`src/rtl/uart_tx_arbiter.sv`:
```
// uart_tx_arbiter: shares one UART transmitter among NUM_REQ requesters.
// Define UART_ARB_RR_EN for round-robin arbitration; otherwise fixed priority (lowest index wins).
module uart_tx_arbiter #(
   parameter int NUM_REQ       = 4,
   parameter int START_TIMEOUT = 8
) (
   input  logic                 clk,
   input  logic                 rst,
   input  logic [NUM_REQ-1:0]   req_valid,
   input  logic [8*NUM_REQ-1:0] req_data,
   output logic [NUM_REQ-1:0]   req_ready,
   output logic [NUM_REQ-1:0]   grant_o,
   output logic                 uart_wr_o,
   output logic [7:0]           uart_dat_o,
   input  logic                 uart_busy_i,
   output logic                 idle_o
);
   localparam int IW = $clog2(NUM_REQ);
   localparam int CW = $clog2(START_TIMEOUT + 1);
   typedef enum logic [1:0] {IDLE, ISSUE, WAIT_START, WAIT_DONE} state_t;
   state_t             state, state_n;
   logic [CW-1:0]      cnt, cnt_n;
   logic [IW-1:0]      win;
   logic               found;
   logic [NUM_REQ-1:0] ready_n, grant_n;
   logic [7:0]         dat_n;
`ifdef UART_ARB_RR_EN
   logic [IW-1:0]      last_grant, last_grant_n;
   int                 idx;
   // search begins one past the previous winner and wraps
   always_comb begin
      win   = '0;
      found = 1'b0;
      idx   = 0;
      for (int k = 1; k <= NUM_REQ; k++) begin
         idx = int'(last_grant) + k;
         if (idx >= NUM_REQ) idx = idx - NUM_REQ;
         if (!found && req_valid[idx[IW-1:0]]) begin
            found = 1'b1;
            win   = idx[IW-1:0];
         end
      end
   end
   always_ff @(posedge clk or posedge rst)
      if (rst) last_grant <= IW'(NUM_REQ - 1);
      else     last_grant <= last_grant_n;
`else
   always_comb begin
      win   = '0;
      found = 1'b0;
      for (int k = NUM_REQ - 1; k >= 0; k--)
         if (req_valid[k]) begin
            found = 1'b1;
            win   = IW'(k);
         end
   end
`endif
   always_comb begin
      state_n = state;
      cnt_n   = cnt;
      ready_n = '0;
      grant_n = grant_o;
      dat_n   = uart_dat_o;
`ifdef UART_ARB_RR_EN
      last_grant_n = last_grant;
`endif
      case (state)
         IDLE:
            if (found && !uart_busy_i) begin
               state_n = ISSUE;
               ready_n = NUM_REQ'(1) << win;
               grant_n = NUM_REQ'(1) << win;
               dat_n   = req_data[8*win +: 8];
`ifdef UART_ARB_RR_EN
               last_grant_n = win;
`endif
            end
         ISSUE: begin
            state_n = WAIT_START;
            cnt_n   = '0;
         end
         WAIT_START:
            if (uart_busy_i || cnt == CW'(START_TIMEOUT - 1)) state_n = WAIT_DONE;
            else cnt_n = cnt + 1'b1;
         WAIT_DONE:
            if (!uart_busy_i) begin
               state_n = IDLE;
               grant_n = '0;
            end
         default: state_n = IDLE;
      endcase
   end
   // outputs are registered; the write strobe follows the ISSUE cycle
   always_ff @(posedge clk or posedge rst)
      if (rst) begin
         state      <= IDLE;
         cnt        <= '0;
         req_ready  <= '0;
         grant_o    <= '0;
         uart_wr_o  <= 1'b0;
         uart_dat_o <= 8'h00;
         idle_o     <= 1'b1;
      end else begin
         state      <= state_n;
         cnt        <= cnt_n;
         req_ready  <= ready_n;
         grant_o    <= grant_n;
         uart_wr_o  <= state == ISSUE;
         uart_dat_o <= dat_n;
         idle_o     <= state_n == IDLE;
      end
endmodule
```
`config.mk`:
```
export PLATFORM = sky130hd
export DESIGN_NAME = uart_tx_arbiter
export DESIGN_NICKNAME = d
export VERILOG_FILES = /design/src/rtl/uart_tx_arbiter.sv
export SDC_FILE = /design/constraint.sdc
export NUM_CORES = 1
export LEC_CHECK = 0
export BUFFER_PORTS_ARGS = -buffer_cell sky130_fd_sc_hd__buf_4
export CAP_MARGIN = 20
export CORE_ASPECT_RATIO = 1.25
export CORE_MARGIN = 3
export CORE_UTILIZATION = 51
export CTS_CLUSTER_DIAMETER = 150
export DETAILED_ROUTE_END_ITERATION = 16
export HOLD_SLACK_MARGIN = 0.02
export PLACE_DENSITY = 0.84
export SYNTH_ARGS = -nofsm -noshare
export SYNTH_HDL_FRONTEND = slang
export SYNTH_SLANG_ARGS = --single-unit
```
`constraint.sdc`:
```
create_clock -name clk -period 4.2 [get_ports clk]
set_input_delay 0.21 -clock clk [delete_from_list [all_inputs] [get_ports clk]]
set_output_delay 0.21 -clock clk [all_outputs]
set_load 0.01 [all_outputs]
```
==> impl_metrics.py <==
metrics = {
    "status": {
        "outcome": "finished, final reports clean",
    },
    "sta": {
        "finalSetupTns_ns": 0,
        "fin_skew_ns": 0.01086,
        "slew_headroom_pct": 42.05,
        "slew_violations": 0,
        "max_freq_ghz": 0.4798,
        "finalWorstPathRequiredPeriod_ns": 2.084,
        "post-route-period-util_pct": 49.62,
        "worstMarginPinSlew_ns": 0.8683,
        "fin_ws_ns": 2.116,
        "rsz0062_at_grt": "no",
        "finalSetupViolCount": 0,
        "hold_ws_ns": 0.06592,
        "finalHoldViolations": 0,
    },
    "yosys": {
        "synth_area_leaders": "dfrtp_1, a31oi_1, a222oi_1, nor4b_1, a21oi_1",
        "synthFlopType": "dfrtp_1",
        "yosys.area_share.simple_pct": 19.77,
        "async_reset_ff_share_pct": 100.0,
        "synth_fa_ha_area_share_pct": 0.9025,
        "synth_mux_area_share_pct": 0,
        "avgSynthCellArea_um2": 10.12,
        "synth_top_area_share_pct": 41.52,
        "synth-seq-cells": 24,
        "synthesis.area_um2": 1386,
        "synth_warnings": 0,
        "synth_cell_types": 33,
        "yosys.area.top_type": "dfrtp_1",
        "ys_seq_area_share_pct": 43.41,
        "syn_nets": 177,
        "synth-xor-area-share_pct": 0,
        "synthCells": 137,
        "synth_top_family_by_area": "compound AO/OA/AOI/OAI gates",
        "synth-edff-count": 0,
        "synth_compound_gate_area_share_pct": 28.88,
    },
    "power": {
        "vdd_drop_max_mv": 0.2505,
        "power_switching_mw": 0.3448,
        "seqPwrFrac_pct": 44.4,
        "total_power_mw": 0.9136,
        "p_leak_nw": 0.8001,
        "p_comb_share_pct": 42.7,
        "power_switching_share_pct": 37.74,
        "clkPwrFrac_pct": 12.9,
        "p_per_area_nw_per_um2": 505.7,
        "internal_power_mw": 0.5688,
    },
    "detailed_routing": {
        "post_drt_wl_per_cell_um": 16.75,
        "antenna_left": 0,
        "drt_wl_total_um": 3668,
        "post-route-drc-count": 0,
        "num_vias": 1368,
        "drtPass1Iterations": 5,
        "avgViaCountPerCell": 6.247,
        "drtIter0Drc": 84,
    },
    "clocking": {
        "cts_tree": "done",
        "cts_resized": 0,
        "htree_levels": 1,
        "hold_buffers": 0,
        "insertion_delay_ns": 0.31,
        "path_clk_slew_ns": 0.13,
        "cts-buffers-inserted": 3,
        "root_buffer": "clkbuf_4",
        "clock-sinks": 24,
        "clockBufferDepth": 2,
        "post-cts-setup-buffers": 0,
    },
    "layout": {
        "drive_gt1_share_pct": 37.10,
        "antenna_cells": 0,
        "layout_commonest_cell": "buf_4",
        "layout.nets": 227,
        "postLayoutCellArea_um2": 1807,
        "area_delta_synth_final_pct": 30.32,
        "final_core_util_pct": 72.20,
        "final_cell_mix": "buf_4, dfrtp_1, a31oi_1",
        "fin_cells": 219,
    },
    "place": {
        "placed_cells": 214,
        "dp_hpwl_um": 2845,
        "dpl_worst_slack_ns": 1.971,
        "gp_congestion": 0.8236,
        "io_buffers": 56,
        "dpl_cell_area_um2": 1765,
    },
    "die": {
        "rows": 20,
        "die_h_um": 64.29,
        "fp.dieW_um": 52.63,
        "pin_count": 57,
        "core_um2": 2502,
        "start_util_pct": 55.40,
        "die-area_um2": 3384,
    },
    "grt": {
        "grt_pass1_wl_um": 6161,
        "track_usage_pct": 23.55,
        "grt_max_degree": 25,
        "grt_antenna_before_repair": 0,
        "overflow": 0,
        "first_global_vias": 1360,
    },
    "worst_setup_path": {
        "critPathRequiredTime_ns": 4.38,
        "startpoint_type": "register",
        "ff2ff_setup_slack_ns": 2.12,
        "r2r_cells": 4,
        "crit_chain": "nor3_1 > clkbuf_2 > and2_1 > a31oi_1",
        "crit_slowest_cell": "nor3_1",
        "crit_type": "register to register",
        "critPathBufInv": 1,
        "path_max_fanout": 14,
        "cp.arrival_ns": 2.26,
        "endpoint_kind": "register",
        "r2r_end": "uart_dat_o[3]",
        "cp_top_family": "simple AND/OR/NAND/NOR gates",
        "critPathMaxStageDelay_ns": 0.63,
        "r2r_start": "state[1]",
    },
    "run": {
        "drv_cap": 0,
    },
    "hold_path": {
        "min_path_type": "input pin to async pin",
    },
}
[state kept, by name, summed over array words and instances, names as in the netlist]
| signal | flops |
|---|---|
| uart_dat_o | 8 |
| state | 2 |
| idle_o | 1 |
| cnt | 4 |
| req_ready | 4 |
| uart_wr_o | 1 |
| grant_o | 4 |
[power groups by stage]
stage | combinational (mW) | clock, mW | sequential (mW)
CTS | 0.392 | 0.123 | 0.405
finish | 0.390 | 0.118 | 0.406
detailed placement | 0.391 | 0 | 0.410
global route | 0.432 | 0.132 | 0.419
global placement | 0.377 | 0 | 0.404
floorplan | 0.230 | 0 | 0.401
[synth_stat cells (2+ instances only)]
master,count
a21oi_1,12
a222oi_1,8
a22oi_1,4
a31oi_1,15
a32oi_1,2
and2_1,5
buf_6,3
clkbuf_1,6
dfrtp_1,23
inv_1,4
nand2_1,12
nor2_1,7
nor2b_1,3
nor3_1,3
nor4b_1,8
o221ai_2,4
o2bb2ai_1,2
[layer usage]
layer | vias up | wire length, um | part of all wire, % | global-route usage, %
met5 | - | 0 | 0 | 0
met4 | 0 | 43 | 1.2 | 7.668
met3 | 6 | 186 | 5.1 | 2.331
met2 | 60 | 2032 | 55 | 41.77
met1 | 659 | 1405 | 38 | 28.98
li1 | 643 | - | - | -
[how the worst max path moves through the flow]
stage / depth (start not counted) / end / slack (ns) / startpoint
detailed placement: 3 / uart_dat_o[6] / 1.97 / state[1]
global route: 4 / uart_dat_o[3] / 1.88 / state[1]
CTS: 3 / uart_dat_o[6] / 1.97 / state[1]
global placement: 3 / uart_dat_o[7] / 2.14 / state[0]
floorplan: 5 / grant_o[3] / 2.84 / req_valid[3]
finish: 4 / uart_dat_o[3] / 2.12 / state[1]
[cells by family after synthesis]
kind of cell,count (synthesis)
buffers and inverters,16
adders and majority gates,1
AOI/OAI and AO/OA,52
and+or+nand+nor,44
DFF,24
[cell type report]
cell class | count | area, um^2
multi-input cells | 97 | 686.9
fillers | 213 | 695.7
clock buffers | 4 | 36.28
repair buffers | 57 | 425.4
inverters | 4 | 15.01
flip-flops and latches | 24 | 601.8
well taps | 33 | 41.29
Power figures use the tool's default switching activity.
